--- src/rtl/hack_fetch_ctrl_if.sv ---
// Fetch-side bus bundle for hack_fetch_ctrl: instruction-ROM req/ack port
// and the valid/ready instruction port toward decode.
interface hack_fetch_ctrl_if #(
  parameter int IMEM_AW = 15
);
  logic               imem_req;
  logic [IMEM_AW-1:0] imem_addr;
  logic               imem_ack;
  logic [15:0]        imem_data;
  logic               instr_valid;
  logic               instr_ready;
  logic [15:0]        instr;
  logic [15:0]        instr_pc;

  modport master (
    output imem_req, imem_addr, instr_valid, instr, instr_pc,
    input  imem_ack, imem_data, instr_ready
  );

  modport slave (
    input  imem_req, imem_addr, instr_valid, instr, instr_pc,
    output imem_ack, imem_data, instr_ready
  );
endinterface

--- src/rtl/hack_fetch_ctrl.sv ---
// HACK CPU instruction-fetch sequencer: drives the PC controls, fetches one word per PC.
// Optional single-step from HALT when HACK_FETCH_STEP_EN is defined.
module hack_fetch_ctrl #(
  parameter int IMEM_AW = 15
) (
  input  logic        clock,
  input  logic        reset,
  input  logic [15:0] pc,
  output logic        pc_reset,
  output logic        pc_load,
  output logic        pc_increment,
  output logic [15:0] pc_target,
  input  logic        jump,
  input  logic [15:0] jump_target,
  input  logic        halt,
`ifdef HACK_FETCH_STEP_EN
  input  logic        step,
`endif
  output logic        halted,
  hack_fetch_ctrl_if.master bus
);

  typedef enum logic [1:0] {IDLE, FETCH, HOLD, HALT} state_t;

  state_t      state, state_nx;
  logic        jump_pending, jump_pending_nx;
  logic [15:0] target_q, target_nx, target_sel;
  logic [15:0] instr_q, instr_pc_q;
  logic        capture, load, inc, req, leave_halt;

`ifdef HACK_FETCH_STEP_EN
  assign leave_halt = !halt || step;
`else
  assign leave_halt = !halt;
`endif

  // NOTE: state uses non-blocking assignments so every register samples pre-edge values.
  always_ff @(posedge clock) begin
    if (reset) begin
      state        <= IDLE;
      jump_pending <= 1'b0;
      target_q     <= '0;
      instr_q      <= '0;
      instr_pc_q   <= '0;
    end else begin
      state        <= state_nx;
      jump_pending <= jump_pending_nx;
      target_q     <= target_nx;
      if (capture) begin
        instr_q    <= bus.imem_data;
        instr_pc_q <= pc;
      end
    end
  end

  // NOTE: every combinational output gets a default first, so no path can infer a latch.
  always_comb begin
    state_nx        = state;
    jump_pending_nx = jump_pending;
    target_nx       = target_q;
    target_sel      = target_q;
    capture         = 1'b0;
    load            = 1'b0;
    inc             = 1'b0;
    req             = 1'b0;

    unique case (state)
      IDLE: state_nx = halt ? HALT : FETCH;

      FETCH: begin
        req = 1'b1;
        if (bus.imem_ack) begin
          if (jump || jump_pending) begin
            // Redirect wins: the word just returned belongs to the old path.
            load            = 1'b1;
            target_sel      = jump ? jump_target : target_q;
            target_nx       = target_sel;
            jump_pending_nx = 1'b0;
          end else begin
            capture  = 1'b1;
            inc      = 1'b1;
            state_nx = HOLD;
          end
        end else if (jump) begin
          target_nx       = jump_target;
          jump_pending_nx = 1'b1;
        end
      end

      HOLD: begin
        if (jump) begin
          load       = 1'b1;
          target_sel = jump_target;
          target_nx  = jump_target;
          state_nx   = FETCH;
        end else if (bus.instr_ready) begin
          state_nx = halt ? HALT : FETCH;
        end
      end

      HALT: begin
        if (jump) begin
          load       = 1'b1;
          target_sel = jump_target;
          target_nx  = jump_target;
        end else if (leave_halt) begin
          state_nx = FETCH;
        end
      end

      default: state_nx = IDLE;
    endcase
  end

  assign pc_reset        = reset;
  assign pc_load         = load && !reset;
  assign pc_increment    = inc && !reset;
  assign pc_target       = target_sel;
  assign halted          = (state == HALT);
  assign bus.imem_req    = req && !reset;
  assign bus.imem_addr   = pc[IMEM_AW-1:0];
  assign bus.instr_valid = (state == HOLD);
  assign bus.instr       = instr_q;
  assign bus.instr_pc    = instr_pc_q;

endmodule

--- src/flat_wrapper.sv ---
// flat-port wrapper written by rule: the top's interface ports become plain ports
module hack_fetch_ctrl_flat 
#(
  parameter int IMEM_AW = 15
)
  (clock, reset, pc, pc_reset, pc_load, pc_increment, pc_target, jump, jump_target, halt, halted, bus_imem_req, bus_imem_addr, bus_instr_valid, bus_instr, bus_instr_pc, bus_imem_ack, bus_imem_data, bus_instr_ready);
  hack_fetch_ctrl_if #(.IMEM_AW(IMEM_AW)) bus_i ();
  input  logic clock;
  input  logic reset;
  input  logic [15:0] pc;
  output logic pc_reset;
  output logic pc_load;
  output logic pc_increment;
  output logic [15:0] pc_target;
  input  logic jump;
  input  logic [15:0] jump_target;
  input  logic halt;
  output logic halted;
  output wire logic [$bits(bus_i.imem_req)-1:0] bus_imem_req;
  output wire logic [$bits(bus_i.imem_addr)-1:0] bus_imem_addr;
  output wire logic [$bits(bus_i.instr_valid)-1:0] bus_instr_valid;
  output wire logic [$bits(bus_i.instr)-1:0] bus_instr;
  output wire logic [$bits(bus_i.instr_pc)-1:0] bus_instr_pc;
  input wire logic [$bits(bus_i.imem_ack)-1:0] bus_imem_ack;
  input wire logic [$bits(bus_i.imem_data)-1:0] bus_imem_data;
  input wire logic [$bits(bus_i.instr_ready)-1:0] bus_instr_ready;
  assign bus_imem_req = bus_i.imem_req;
  assign bus_imem_addr = bus_i.imem_addr;
  assign bus_instr_valid = bus_i.instr_valid;
  assign bus_instr = bus_i.instr;
  assign bus_instr_pc = bus_i.instr_pc;
  assign bus_i.imem_ack = bus_imem_ack;
  assign bus_i.imem_data = bus_imem_data;
  assign bus_i.instr_ready = bus_instr_ready;
  hack_fetch_ctrl #(.IMEM_AW(IMEM_AW)) u_core (.clock(clock), .reset(reset), .pc(pc), .pc_reset(pc_reset), .pc_load(pc_load), .pc_increment(pc_increment), .pc_target(pc_target), .jump(jump), .jump_target(jump_target), .halt(halt), .halted(halted), .bus(bus_i));
endmodule
--- config.mk ---
export PLATFORM = sky130hd
export DESIGN_NAME = hack_fetch_ctrl_flat
export DESIGN_NICKNAME = d
export VERILOG_FILES = /design/src/rtl/hack_fetch_ctrl_if.sv /design/src/rtl/hack_fetch_ctrl.sv /design/src/flat_wrapper.sv
export SDC_FILE = /design/constraint.sdc
export NUM_CORES = 1
export LEC_CHECK = 0
export BUFFER_PORTS_ARGS = -buffer_cell sky130_fd_sc_hd__buf_4
export CAP_MARGIN = 20
export CELL_PAD_IN_SITES_DETAIL_PLACEMENT = 0
export CELL_PAD_IN_SITES_GLOBAL_PLACEMENT = 1
export CORE_MARGIN = 2
export CORE_UTILIZATION = 33
export CTS_CLUSTER_DIAMETER = 30
export DETAILED_ROUTE_END_ITERATION = 16
export PLACE_DENSITY_LB_ADDON = 0.1
export SYNTH_ARGS = -nofsm -noshare
export SYNTH_HDL_FRONTEND = slang
export SYNTH_SLANG_ARGS = --single-unit
--- constraint.sdc ---
create_clock -name clock -period 1.9 [get_ports clock]
set_clock_uncertainty 0.05 [all_clocks]
set_input_delay 0.285 -clock clock [delete_from_list [all_inputs] [get_ports clock]]
set_output_delay 0.285 -clock clock [all_outputs]
set_load 0.005 [all_outputs]
==> results.tsv, run 1 <==
stage	metric	value	unit
worst_hold_path	Worst Hold Class	primary input to flip-flop	
clock_network	H-tree levels	2	
synth	async set-reset flop share out of synthesis	0	
cells_and_area	share of cells above drive strength 1	0.429	
sta	min Tclk post-route	1.85	ns
cells_and_area	ANT cells	0	
clock_network	CTS hold repair buffers	0	
placed_design	Post-Place Worst Slack	0.187	ns
worst_setup_path	Worst Setup EP	pc_target[12]	
die	area of the core	7610	um2
synth	count leader, synth	nand2b_1	
synth	Gate Count Post-Synth	272	
routing	Detailed Route Iter0 Violations	58	
die	DIE WIDTH	92.1	um
placed_design	dpl cell area	3440	um2
synth	ys flop type	dfxtp_1	
clock_network	# Post-CTS Setup Buffers	0	
worst_setup_path	worst reg-to-reg path cell count	5	
die	Die ar.	8480	um2
clock_network	number of clock buffers inserted by TritonCTS	5	
synth	Synth Warn #	0	
sta	Slew HR	0.630	
synth	Post-synth top cells	nand2b_1, dfxtp_1, mux2i_1, nand2_1, a21oi_1	
worst_setup_path	startpoint types	flip-flop	
power	maximum vdd drop	0.275	mV
sta	Final setup viols	0	
synth	number of synthesized flops with an enable pin	0	
placed_design	I/O Buffers	122	
worst_hold_path	worst hold stages	2	
sta	RSZ-0062 raised after global routing	true	
synth	#FFs+latches synth	51	
placed_design	placer's final routability congestion estimate	0.704	
placed_design	Inst Count DP	467	
worst_setup_path	Setup crit start	u_core.state[0]	
worst_hold_path	Hold Path Origin	bus_imem_ack	
cells_and_area	area grow syn2layout	42.2	%
worst_setup_path	reg-to-reg startpoint	u_core.state[1]	
cells_and_area	post-layout util	0.479	
clock_network	CTS root buf	clkbuf_8	
cells_and_area	fill cell count	775	
die	I/O pin count	123	
synth	post-synth top area cell	dfxtp_1	
die	num rows	32	
cells_and_area	Final nets	427	
power	Pwr Density	639	nW/um2
routing	Via-to-Cell Ratio	4.37	
worst_setup_path	Crit. End Element	output pin	
synth	Syn Nets	326	
synth	Netlist Area Pre-Place	2560	um2
worst_setup_path	kind of critical path	flip-flop to output pin	
routing	DR WL/cell	12.1	um
routing	DRC	0	
status	status	complete, no violations	
grt	largest net degree at the start of global routing	74	
sta	fmax	540	MHz
synth	Mean Syn Cell Area	9.42	um2
grt	remaining global-route overflow	0	
routing	Vias	2077	
grt	All-Layer GR Usage	0.135	
sta	Final period util	0.975	
sta	Slew @ Worst Pin	0.555	ns
sta	Final Hold Fails	0	
placed_design	post-DP HPWL	4.04	mm
routing	DRT Pass-1 Iters	4	
worst_setup_path	R2R setup slack	0.42	ns
routing	final antenna-violating net count	0	
synth	top cell type's share of synthesized area	0.399	
die	Initial Utilization	0.337	
clock_network	CTS Sinks	51	
clock_network	Bufs on Longest Clock Path	2	
worst_setup_path	Critical Path RT	1.56	ns
worst_setup_path	crit path cell chain	a21oi_2 -> nand2b_4 -> buf_12 -> mux2_4 -> buf_6	
clock_network	CTS tree	built	
routing	Routed WL	5.75	mm
cells_and_area	design area	3640	um2
worst_setup_path	CP arrival	1.52	ns
synth	top cells by area, synth	dfxtp_1, nand2b_1, mux2i_1	
cells_and_area	Layout Cells excl Fill	475	
worst_setup_path	peak fanout along the critical path	8	
power	Leak	0.00161	uW
grt	antenna violations before repair	0	
sta	Final Max Tran Viols	0	
die	Die Y	92.1	um
clock_network	worst-skew pair later-pin latency	0.29	ns
sta	final worst setup slack	0.0476	ns
grt	vias in the first global route	1926	
synth	post-synthesis sequential area ratio	0.399	
worst_setup_path	r2r endpoint	u_core.bus.instr_pc[3]	
grt	first-pass GRT wire length	9.26	mm
worst_setup_path	largest stage delay on the critical path	0.33	ns
worst_setup_path	CP max stage cell	dfxtp_2	
synth	post-synthesis cell type count	25	
job	max_cap viols	0	
clock_network	clk slew on worst S/H paths	0.08	ns
==> area by class of cell <==
type                    count  area, um2  area share
repair buffers            129       1070       0.295
inverters                   2       7.51     0.00206
clock inverters             1       5.00     0.00137
multi-input cells         184       1320       0.363
flip-flops and latches     51       1020       0.281
well taps                 102        128      0.0350
clock buffers               6       82.6      0.0227
==> critical path: cells and delay by family, from the launching register on <==
kind	cells	cell delay [ns]
AOI/OAI and AO/OA	1	0.14
and+or+nand+nor	1	0.18
buffers and inverters	2	0.26
muxes	1	0.31
DFF	1	0.33
==> kinds of logic (layout without fill, tap and decap cells) <==
| logic type | Yosys count | after routing | synth area share |
|---|---|---|---|
| simple gates | 110 | 110 | 0.235 |
| mux | 48 | 48 | 0.210 |
| compound gates | 26 | 26 | 0.0596 |
| flops | 51 | 51 | 0.399 |
| buf+inv | 37 | 138 | 0.0967 |
==> report_power, final <==
group | internal (uW) | switching, uW
Combinational | 345 | 209
Sequential | 1120 | 25.6
Clock | 287 | 343
Total | 1750 | 577
==> layer usage <==
metal	routed length [um]	share of wire	GRT usage
met5	0	0	0
met4	65	0.011	0.0373
met3	446	0.078	0.0452
met2	2690	0.47	0.222
met1	2550	0.44	0.167
==> through the flow <==
step | setup TNS, ns | hold slack (ns) | power, uW
6_report | 0 | 0.161 | 2330
4_1_cts | -0.00466 | 0.144 | 2340
5_1_grt | -0.390 | 0.137 | 2450
2_1_floorplan | 0 | 0.332 | 1440
3_3_place_gp | 0 | 0.393 | 1670
3_5_place_dp | 0 | 0.397 | 1680
==> sequential cells by signal, summed over array words and instances (netlist names) <==
signal               flops
u_core.state             2
u_core.target_q         16
u_core.bus.instr        16
u_core.bus.instr_pc     16
u_core.jump_pending      1
==> how the worst min path moves through the flow <==
stage | end
finish | u_core.jump_pending
global route | u_core.jump_pending
CTS | u_core.jump_pending
detailed placement | u_core.target_q[10]
global placement | u_core.target_q[4]
floorplan | u_core.jump_pending
==> layout by cell type (no fill, tap or decap), drive strengths merged, types with 2 or more instances in the layout <==
master / synthesis / layout
buf: 28 / 129
nand2b: 67 / 67
dfxtp: 51 / 51
nand2: 32 / 32
mux2i: 32 / 32
a21oi: 21 / 21
mux2: 16 / 16
clkbuf: 7 / 6
nor2: 4 / 4
a211oi: 3 / 3
nor2b: 2 / 2
inv: 2 / 2
==> what timing repair did <==
action | in CTS | in global routing
setup endpoints to repair | 6 | 16
cloned | 1 | 0
pin swaps | 0 | 1
gates resized for setup | 4 | 22
No activity file was read; power rests on OpenSTA's default activity.
==> inputs of run 2 (changes only) <==
==> constraint.sdc (replaced) <==
create_clock -name clock -period 1.9 [get_ports clock]
set_clock_uncertainty 0.05 [all_clocks]
set_input_delay 0.57 -clock clock [delete_from_list [all_inputs] [get_ports clock]]
set_output_delay 0.57 -clock clock [all_outputs]
set_load 0.005 [all_outputs]
==> results.tsv, run 2 (synthesized netlist as in run 1, its figures left out) <==
stage	metric	value	unit	change
grt	antenna violations before repair	0		unchanged
worst_setup_path	CP max stage cell	mux2_4		
cells_and_area	area grow syn2layout	47.0	%	
sta	Final Max Tran Viols	0		unchanged
job	max_cap viols	0		unchanged
placed_design	dpl cell area	3500	um2	+1.7%
sta	RSZ-0062 raised after global routing	true		
placed_design	I/O Buffers	122		unchanged
worst_setup_path	kind of critical path	primary input to output pin		
power	Total Power	2500	uW	+7.6%
status	failing checks	negative setup slack		
worst_setup_path	crit path cell chain	buf_8 -> a21oi_4 -> nand2b_4 -> mux2_4 -> buf_6		
worst_setup_path	peak fanout along the critical path	8		unchanged
placed_design	Post-Place Worst Slack	-0.349	ns	-0.536 ns
routing	Routed WL	5.83	mm	+1.4%
die	Die ar.	8480	um2	unchanged
routing	DRT Pass-1 Iters	4		unchanged
clock_network	CTS Sinks	51		unchanged
power	combinational share of power	0.228		-0.010
worst_setup_path	Crit. End Element	output pin		
routing	DR WL/cell	12.1	um	-0.44%
sta	Slew @ Worst Pin	0.239	ns	-0.316 ns
worst_hold_path	Worst Hold Class	flip-flop to flip-flop		
die	I/O pin count	123		unchanged
worst_setup_path	startpoint types	primary input		
cells_and_area	post-layout util	0.495		+0.0163
grt	All-Layer GR Usage	0.138		+0.00352
grt	first-pass GRT wire length	9.52	mm	+2.8%
cells_and_area	fill cell count	752		-3.0%
sta	final worst setup slack	-0.268	ns	-0.316 ns
cells_and_area	most frequent cells in the layout	buf_4, nand2b_1, dfxtp_1, nand2_1, mux2i_1		
clock_network	worst-skew pair later-pin latency	0.30	ns	about the same
routing	final antenna-violating net count	0		unchanged
sta	min Tclk post-route	2.17	ns	+0.316 ns
power	switching share of power	0.240		-0.00765
clock_network	clk slew on worst S/H paths	0.09	ns	about the same
worst_setup_path	largest stage delay on the critical path	0.33	ns	about the same
cells_and_area	design area	3770	um2	+3.4%
status	status	finished with violations		
power	Pwr Density	665	nW/um2	+4.0%
power	Psw	602	uW	+4.3%
sta	Final Hold Fails	0		unchanged
sta	Final period util	1.14		+0.166
cells_and_area	share of cells above drive strength 1	0.453		+0.0239
grt	remaining global-route overflow	0		unchanged
clock_network	CTS root buf	clkbuf_8		
power	maximum vdd drop	0.311	mV	+13%
placed_design	post-DP HPWL	4.17	mm	+3.1%
cells_and_area	commonest non-fill, non-tap cell in the layout	buf_4		
routing	Detailed Route Iter0 Violations	67		+16%
grt	largest net degree at the start of global routing	75		+1.4%
power	Clk network pwr share	0.314		+0.044
worst_setup_path	Worst path top cell family by delay	multiplexers		
power	Internal Power	1900	uW	+8.7%
placed_design	placer's final routability congestion estimate	0.767		+9.0%
die	DIE WIDTH	92.1	um	unchanged
power	Leak	0.00166	uW	+3.6%
clock_network	CTS hold repair buffers	0		unchanged
sta	Final setup viols	17		+17
clock_network	Bufs on Longest Clock Path	2		unchanged
die	Initial Utilization	0.337		unchanged
routing	Vias	2144		+3.2%
die	Die Y	92.1	um	unchanged
clock_network	CTS tree	built		
worst_setup_path	Critical Path RT	1.28	ns	-0.28 ns
worst_setup_path	WP buf/inv	2		unchanged
sta	fmax	461	MHz	-15%
grt	vias in the first global route	2040		+5.9%
routing	Via-to-Cell Ratio	4.43		+1.3%
cells_and_area	ANT cells	0		unchanged
routing	DRC	0		unchanged
sta	Slew HR	0.840		+0.210
worst_setup_path	CP arrival	1.55	ns	+0.03 ns
die	area of the core	7610	um2	unchanged
die	num rows	32		unchanged
clock_network	H-tree levels	2		unchanged
clock_network	number of clock buffers inserted by TritonCTS	5		unchanged
cells_and_area	Final nets	435		+1.9%
power	part of the power in registers	0.458		-0.033
run 2: worst reg2reg max path: cells and delay by family (launching register included):
| family | cells | cell delay [ns] |
|---|---|---|
| buf+inv | 4 | 0.62 |
| flops | 1 | 0.36 |
| simple gates | 1 | 0.24 |
| mux | 1 | 0.22 |
run 2: stage by stage:
step / instances / hold slack (ns) / setup TNS (ns)
2_1_floorplan: 272 / 0.383 / -0.954
3_3_place_gp: 472 / 0.395 / -5.17
3_5_place_dp: 472 / 0.399 / -5.14
4_1_cts: 481 / 0.412 / -4.37
5_1_grt: 484 / 0.433 / -4.84
6_report: 484 / 0.409 / -4.09
run 2: timing repair:
action	4_1_cts	5_1_grt
endpoints found under the setup margin	17	17
setup buffers	0	4
resized for setup	30	6
pin swaps	1	1
cloned	1	0
run 2: layer usage:
| metal | GRT usage | share of wire | vias up |
|---|---|---|---|
| met2 | 0.238 | 0.48 | 85 |
| met3 | 0.0542 | 0.091 | 5 |
| met1 | 0.159 | 0.42 | 965 |
| met4 | 0.0373 | 0.010 | 0 |
| li1 | - | - | 1089 |
| met5 | 0 | 0 | - |
run 2: final cells by class:
type                       count  area, um2  area share
multi-input combinational    185       1360       0.362
sequential                    51       1030       0.272
tap                          102        128      0.0339
clock buffer                   6       82.6      0.0219
inverter                       2       10.0     0.00266
clock inverter                 2       35.0     0.00930
timing repair buffer         136       1120       0.298
run 2: final timing paths:
| check | from | to | slack, ns | cells past startpoint |
|---|---|---|---|---|
| hold / removal | u_core.target_q[1] | u_core.target_q[1] | 0.41 | 2 |
| hold reg to reg | u_core.target_q[1] | u_core.target_q[1] | 0.41 | 2 |
| setup reg to reg | u_core.state[0] | u_core.bus.instr[10] | 0.35 | 6 |
| setup / recovery | bus_imem_ack | pc_target[6] | -0.27 | 5 |
run 2: power groups by stage:
stage / clock, uW / sequential [uW] / combinational [uW]
floorplan: 0 / 1170 / 285
global placement: 0 / 1170 / 516
detailed placement: 0 / 1170 / 521
CTS: 821 / 1150 / 571
global route: 864 / 1150 / 621
finish: 785 / 1150 / 571
